===== config.mk =====
export PLATFORM = sky130hd
export DESIGN_NAME = mips_multicycle_control
export DESIGN_NICKNAME = d
export VERILOG_FILES = /design/src/rtl/mips_multicycle_control.sv
export SDC_FILE = /design/constraint.sdc
export NUM_CORES = 1
export LEC_CHECK = 0
export BUFFER_PORTS_ARGS = -buffer_cell sky130_fd_sc_hd__buf_2
export CORE_MARGIN = 8
export CORE_UTILIZATION = 56
export CTS_BUF_LIST = sky130_fd_sc_hd__clkbuf_4
export DETAILED_ROUTE_END_ITERATION = 10
export PLACE_DENSITY_LB_ADDON = 0.08
export SYNTH_ARGS = -nofsm -noshare
export SYNTH_HDL_FRONTEND = slang
export SYNTH_SLANG_ARGS = --single-unit

===== constraint.sdc =====
create_clock -name clk -period 2.72 [get_ports clk]
set_clock_uncertainty 0.05 [all_clocks]
set_input_delay 0.544 -clock clk [delete_from_list [all_inputs] [get_ports clk]]
set_output_delay 0.544 -clock clk [all_outputs]
set_load 0.01 [all_outputs]

===== src/rtl/mips_multicycle_control.sv =====
// mips_multicycle_control: multicycle MIPS control FSM; in Opcode/mem_ready, out datapath controls, ALUop, done/illegal/timeout pulses, state_o
module mips_multicycle_control #(
  parameter int WAIT_LIMIT = 16
) (
  input  logic       clk,
  input  logic       rst,
  input  logic [5:0] Opcode,
  input  logic       mem_ready,
  output logic       PCWrite,
  output logic       Branch,
  output logic [1:0] PCSrc,
  output logic       IorD,
  output logic       MemRead,
  output logic       MemWrite,
  output logic       IRWrite,
  output logic       MemtoReg,
  output logic       RegDst,
  output logic       RegWrite,
  output logic       ALUSrcA,
  output logic [1:0] ALUSrcB,
  output logic [2:0] ALUop,
  output logic       instr_done,
  output logic       illegal_op,
  output logic       mem_timeout,
  output logic [3:0] state_o
);
  typedef enum logic [3:0] {
    IDLE, FETCH, DECODE, MEMADR, MEMREAD, MEMWB, MEMWRITE,
    EXECUTE, ALUWB, BRANCH, ADDIEX, ADDIWB, JUMP
  } state_t;
  localparam logic [5:0] OP_R = 6'b000000, OP_LW = 6'b100011, OP_SW = 6'b101011;
  localparam logic [5:0] OP_BEQ = 6'b000100, OP_ADDI = 6'b001000, OP_J = 6'b000010;
  state_t state, nxt;
  logic [7:0] cnt;
  logic last;
  assign last = cnt == 8'(WAIT_LIMIT - 1);
  assign state_o = state;
  always_ff @(posedge clk) begin
    if (rst) begin
      state <= IDLE;
      cnt <= '0;
    end else begin
      state <= nxt;
      cnt <= (nxt == state) ? cnt + 8'd1 : '0;
    end
  end
  always_comb begin
    {PCWrite, Branch, PCSrc, IorD, MemRead, MemWrite, IRWrite, MemtoReg, RegDst, RegWrite,
     ALUSrcA, ALUSrcB, ALUop, instr_done, illegal_op, mem_timeout} = '0;
    nxt = IDLE;
    case (state)
      IDLE: nxt = FETCH;
      FETCH: begin
        MemRead = 1'b1;
        ALUSrcB = 2'b01;
        PCWrite = mem_ready;
        IRWrite = mem_ready;
        mem_timeout = !mem_ready && last;
        nxt = mem_ready ? DECODE : (last ? IDLE : FETCH);
      end
      DECODE: begin
        ALUSrcB = 2'b11;
        nxt = (Opcode == OP_LW || Opcode == OP_SW) ? MEMADR :
              (Opcode == OP_R)    ? EXECUTE :
              (Opcode == OP_BEQ)  ? BRANCH  :
              (Opcode == OP_ADDI) ? ADDIEX  :
              (Opcode == OP_J)    ? JUMP    : FETCH;
        illegal_op = nxt == FETCH;
      end
      MEMADR: begin
        ALUSrcA = 1'b1;
        ALUSrcB = 2'b10;
        nxt = (Opcode == OP_LW) ? MEMREAD : MEMWRITE;
      end
      MEMREAD: begin
        MemRead = 1'b1;
        IorD = 1'b1;
        mem_timeout = !mem_ready && last;
        nxt = mem_ready ? MEMWB : (last ? IDLE : MEMREAD);
      end
      MEMWB: begin
        RegWrite = 1'b1;
        MemtoReg = 1'b1;
        instr_done = 1'b1;
        nxt = FETCH;
      end
      MEMWRITE: begin
        MemWrite = 1'b1;
        IorD = 1'b1;
        instr_done = mem_ready;
        mem_timeout = !mem_ready && last;
        nxt = mem_ready ? FETCH : (last ? IDLE : MEMWRITE);
      end
      EXECUTE: begin
        ALUSrcA = 1'b1;
        ALUop = 3'b001;
        nxt = ALUWB;
      end
      ALUWB: begin
        RegWrite = 1'b1;
        RegDst = 1'b1;
        instr_done = 1'b1;
        nxt = FETCH;
      end
      BRANCH: begin
        ALUSrcA = 1'b1;
        ALUop = 3'b010;
        Branch = 1'b1;
        PCSrc = 2'b01;
        instr_done = 1'b1;
        nxt = FETCH;
      end
      ADDIEX: begin
        ALUSrcA = 1'b1;
        ALUSrcB = 2'b10;
        nxt = ADDIWB;
      end
      ADDIWB: begin
        RegWrite = 1'b1;
        instr_done = 1'b1;
        nxt = FETCH;
      end
      JUMP: begin
        PCWrite = 1'b1;
        PCSrc = 2'b10;
        instr_done = 1'b1;
        nxt = FETCH;
      end
      default: nxt = IDLE;
    endcase
  end
endmodule

## Word-level counts from Yosys, hierarchy flattened

Cells that the tools add are included.

| cells by class | value |
|---|---|
| add/subtract/negate cells | 1 |
| multiply operators | 0 |
| div/mod/pow operators | 0 |
| magnitude comparators | 0 |
| equality and inequality tests | 20 |
| shift-type cells | 0 |
| muxes and demuxes | 29 |
| bitwise operators | 1 |
| reduce and logical (&&, ||, !) cells | 14 |

Operators with widths:

| operator | number |
|---|---|
| $pmux W4 S8 | 1 |
| $eq A4 B4 Y1 const B | 5 |
| $mux W4 | 5 |
| $eq A4 B3 Y1 const B | 4 |
| $eq A6 B6 Y1 const B | 2 |
| $mux W1 | 12 |
| $mux W3 | 4 |
| $add A8 B1 Y8 const B | 1 |
| $eq A4 B1 Y1 const B | 2 |
| $eq A4 B2 Y1 const B | 2 |
| $eq A8 B4 Y1 const B | 1 |
| $pmux W2 S2 | 2 |
| $reduce_or A2 Y1 | 4 |
| $eq A6 B2 Y1 const B | 1 |
| $eq A6 B3 Y1 const B | 1 |
| $eq A6 B4 Y1 const B | 1 |
| $logic_not A6 Y1 | 1 |
| $pmux W2 S3 | 1 |
| $reduce_or A3 Y1 | 2 |
| $reduce_or A6 Y1 | 1 |
| $reduce_or A5 Y1 | 1 |
| $eq A4 B4 Y1 | 1 |
| $logic_not A4 Y1 | 1 |
| $mux W2 | 2 |
| 6 further kinds | 7 |

| word-level totals | value |
|---|---|
| register bits | 12 |
| latch bits | 0 |
| memory bits (writable) | 0 |
| ROM bits | 0 |
| memories kept | 0 |

## Longest topological paths before layout

| depth | value |
|---|---|
| word-level depth | 10 |
| mapped depth | 6 |

## Worst setup path before layout

OpenSTA, ideal clock, no wires.

| timing | value |
|---|---|
| kind | input to output |
| start point | input Opcode[5] |
| end point | output illegal_op |
| data arrival time | 1350 ps |
| path slack | 776 ps |
| cell stages on the path | 4 |
| path buffers | 1 |
| path through | or3_1 -> clkbuf_2 -> nor3_1 -> nor4_1 |

| between the ends | value |
|---|---|
| cells in the longest elaborated chain, start to end | 8 |

RTL lines:

| item | line | RTL |
|---|---|---|
| from (decl) | 7 | `input logic [5:0] Opcode,` |
| $eq A6 B2 Y1 | 67 | `(Opcode == OP_J) ? JUMP : FETCH;` |
| $mux W4 | 67 |  |
| $mux W4 | 66 | `(Opcode == OP_ADDI) ? ADDIEX :` |
| $mux W4 | 65 | `(Opcode == OP_BEQ) ? BRANCH :` |
| $mux W4 | 64 | `(Opcode == OP_R) ? EXECUTE :` |
| $mux W4 (*) | 63 | `nxt = (Opcode == OP_LW \|\| Opcode == OP_SW) ? MEMADR :` |
| $eq A4 B1 Y1 (*) | 68 | `illegal_op = nxt == FETCH;` |
| $mux W1 (*) | 51 | `case (state)` |
| to (decl) | 23 | `output logic illegal_op,` |

Mark *: on every way between the ends. The rest lies on a longest branch, timed or not.

## Final worst setup path

| timing | value |
|---|---|
| start point | register state[0] (netlist: state_o[0]) |
| end point | output ALUSrcA |

| between the ends | value |
|---|---|
| cells in the longest elaborated chain, start to end | 3 |

RTL lines:

| item | line | RTL |
|---|---|---|
| from (decl) | 33 | `state_t state, nxt;` |
| from (signal assigned) | 43 | `state <= nxt;` |
| $eq A4 B4 Y1 (tied with other cells) | 51 |  |
| $reduce_or A4 Y1 (no line) (*) | - |  |
| $mux W1 (*) | 51 |  |
| to (decl) | 19 | `output logic ALUSrcA,` |

Marked as above.

==> impl_metrics.json <==
{
  "run_status": "finished clean",
  "hpwl_after_detailed_placement_um": 1990,
  "cts_hold_buffers": 0,
  "synth_cell_type_count": 47,
  "via_count_of_the_first_global_routing_pass": 952,
  "fin_crit_ps": 2450,
  "crit-reg2reg-launch": "state_o[0]",
  "chipWidth_um": 58.9,
  "globalRoute.totalOverflow": 0,
  "die_area_sq_um": 3470,
  "crit_path_end_kind": "primary output",
  "leakagePower_nw": 0.475,
  "tightest_slew_ps": 631,
  "cts_setup_buffers": 0,
  "min-delay-start": "cnt[0]",
  "max_freq_ghz": 0.408,
  "tightest_hold_check_type": "register to register",
  "ys.flop_type": "sky130_fd_sc_hd__dfxtp_1",
  "detailedRoute.firstIterationViolations": 34,
  "dp_slack_ps": 526,
  "clock_latency_ps": 270,
  "place.gp.congestion": 0.871,
  "holdPathStages": 1,
  "r2r_end": "cnt[5]",
  "drv_cap": 0,
  "tritoncts.num_buffers": 3,
  "maxSlewViolCount": 0,
  "grt_antenna_before_repair": 0,
  "pwr_density_cell_nw_per_um2": 370,
  "cpPeakStageDelay_ps": 730,
  "yosys.area.top_type": "sky130_fd_sc_hd__dfxtp_1",
  "portBuffers": 31,
  "cts_max_level": 1,
  "maximum_ir_drop_on_the_vdd_rail_v": 0.000386,
  "detailedRoute.firstPassIterationCount": 4,
  "synthTopCellsByArea": "sky130_fd_sc_hd__dfxtp_1 23%, sky130_fd_sc_hd__nor3_1 5.8%, sky130_fd_sc_hd__nor2_1 5.8%, sky130_fd_sc_hd__a21oi_1 4.9%, sky130_fd_sc_hd__nand2_1 4.4%",
  "async_reset_ff_share_pct": 0,
  "hold_viol": 0,
  "worst_ep_required_time_ps": 2130,
  "cts_num_sinks": 12,
  "finalCritPeriodShare_pct": 90.1,
  "maxSlewHeadroom_pct": 57.9,
  "cp_arrival_ps": 1860,
  "syn_nets": 145,
  "synthesis.area_per_instance_sq_um": 7.63,
  "synth.yosys.seq_area_share_pct": 23.3,
  "crit_chain": "nand2b_1 -> nand2_1 -> a31o_2 -> buf_2",
  "critical_path_class": "register to primary output",
  "routed_wl_um": 2540,
  "rr_worst_depth": 4,
  "report.final.setup_viol": 0,
  "timing.final.ws_setup_ps": 270,
  "synth-seq-cells": 12,
  "initial_core_utilization_pct": 59.6,
  "crit_fanout": 16,
  "die_h_um": 58.9,
  "setup-tns-final_ps": 0,
  "hold_path_end": "cnt[0]",
  "grtUsageTotal_pct": 15.1,
  "io_pins": 33,
  "layout-area-overhead-vs-synth_pct": 13.1,
  "cp-start-kind": "register",
  "avgViaCountPerCell": 5.83,
  "routed_wire_length_per_instance_um": 13.8,
  "crit_path_top_delay_cell": "sky130_fd_sc_hd__dfxtp_1",
  "warning_count_from_the_yosys_run": 0,
  "drt_drc_violations_left": 0,
  "global_route_wire_length_before_repair_um": 4270,
  "grt_setup_unrepaired": "no",
  "yosysTopAreaCellShare_pct": 23.3,
  "ff2ff_setup_slack_ps": 590,
  "synth_enable_flop_cells": 0,
  "ctsResizeCount": 0,
  "synthesis.instances": 135,
  "rows": 15,
  "ant_nets": 0,
  "coreArea_sq_um": 1730,
  "synthesis.area_sq_um": 1030,
  "num-nets-final": 171,
  "insertedDiodeCount": 0,
  "fraction_of_final_layout_cells_sized_beyond_drive_strength_1_pct": 28.1,
  "buffer_depth_of_the_longest_clock_path": 2,
  "vias": 1078,
  "clock-root-buffer": "sky130_fd_sc_hd__clkbuf_4",
  "clk_pin_slew_worst_paths_ps": 70,
  "grt_start_max_net_pins": 17,
  "tritoncts_clock_tree": "yes"
}
per-stage QoR:
| step | instances | hold WS (ps) | total power, mW | instance area, sq um | utilization (%) |
|---|---|---|---|---|---|
| 2_1_floorplan | 135 | 399 | 0.289 | 1030 | - |
| 3_3_place_gp | 181 | 426 | 0.321 | 1140 | 65.9 |
| 3_5_place_dp | 181 | 441 | 0.324 | 1140 | 65.9 |
| 4_1_cts | 185 | 445 | 0.435 | 1160 | 67.5 |
| 5_1_grt | 185 | 445 | 0.459 | 1160 | 67.5 |
| 6_report | 185 | 445 | 0.431 | 1160 | 67.5 |
metal layers:
layer	vias up	GRT usage [%]	routed length, um
li1	542	-	-
met1	493	18.1	1120
met2	39	25.2	1180
met3	4	5.87	214
met4	0	1.71	23
met5	-	0	0
where the power goes:
part / total [mW] / switching (mW) / leakage (nW) / internal, mW
Clock: 0.110 / 0.0573 / 0.0154 / 0.0531
Sequential: 0.197 / 0.0175 / 0.0972 / 0.180
Combinational: 0.123 / 0.0729 / 0.362 / 0.0505
Total: 0.431 / 0.148 / 0.475 / 0.284
cell usage in the layout, fill, tap and decap left out, drive strengths merged, types with 3 or more instances in the layout:
| cell type | count |
|---|---|
| clkbuf | 3 |
| nor3b | 3 |
| dfxtp | 12 |
| nand3 | 3 |
| xor2 | 4 |
| a21oi | 10 |
| inv | 3 |
| buf | 32 |
| nor4 | 3 |
| nand2 | 12 |
| nor2 | 16 |
| nor3 | 12 |
| xnor2 | 5 |
| o21ai | 7 |
layout make-up:
class	count	area [sq um]
Multi-Input combinational cell	109	693
Tap cell	25	31.3
Clock inverter	1	3.75
Timing Repair Buffer	32	163
Sequential cell	12	240
Fill cell	161	562
Clock buffer	3	22.5
Inverter	3	11.3
synthesized netlist by cell type, types with 2 or more instances:
| cell type | n |
|---|---|
| sky130_fd_sc_hd__a21oi_1 | 10 |
| sky130_fd_sc_hd__and3_1 | 2 |
| sky130_fd_sc_hd__buf_2 | 3 |
| sky130_fd_sc_hd__buf_4 | 3 |
| sky130_fd_sc_hd__clkbuf_8 | 2 |
| sky130_fd_sc_hd__dfxtp_1 | 12 |
| sky130_fd_sc_hd__inv_1 | 3 |
| sky130_fd_sc_hd__nand2_1 | 12 |
| sky130_fd_sc_hd__nand2b_1 | 2 |
| sky130_fd_sc_hd__nand3_1 | 3 |
| sky130_fd_sc_hd__nor2_1 | 16 |
| sky130_fd_sc_hd__nor3_1 | 12 |
| sky130_fd_sc_hd__nor3b_1 | 2 |
| sky130_fd_sc_hd__nor4_1 | 3 |
| sky130_fd_sc_hd__o21a_1 | 2 |
| sky130_fd_sc_hd__o21ai_0 | 7 |
| sky130_fd_sc_hd__o21bai_1 | 2 |
| sky130_fd_sc_hd__o31ai_1 | 2 |
| sky130_fd_sc_hd__or2_2 | 2 |
| sky130_fd_sc_hd__xnor2_1 | 5 |
| sky130_fd_sc_hd__xor2_1 | 4 |
sequential cells by signal (all words and copies together) (netlist names):
signal and flops:
cnt 8, state_o 4
worst max-delay path by stage:
stage                          start          to  slack [ps]
after global placement     Opcode[5]  illegal_op         560
after detailed placement   Opcode[5]  illegal_op         530
final                     state_o[0]     ALUSrcA         270
after CTS                 state_o[0]     ALUSrcA         270
after global routing      state_o[0]     ALUSrcA         170
after floorplan            Opcode[5]  illegal_op         780
logic make-up (layout without fill, tap and decap cells):
kind of cell | count (synthesis) | in the layout | share of synthesized area (%)
fa+ha+maj | 1 | 1 | 1.21
compound gates | 33 | 33 | 22.1
buf+inv | 14 | 39 | 9.35
flops | 12 | 12 | 23.3
simple gates | 64 | 64 | 33.8
xor+xnor | 9 | 9 | 7.65
other cells | 1 | 1 | 0.364
mux | 1 | 1 | 2.19
critical path: cells and delay by family, from the launching register on:
| family | cells | cell delay [ps] |
|---|---|---|
| AOI/OAI and AO/OA | 1 | 250 |
| and+or+nand+nor | 2 | 480 |
| DFF | 1 | 730 |
| buffers and inverters | 1 | 130 |
Note: power is estimated with default switching activity, not from simulation.
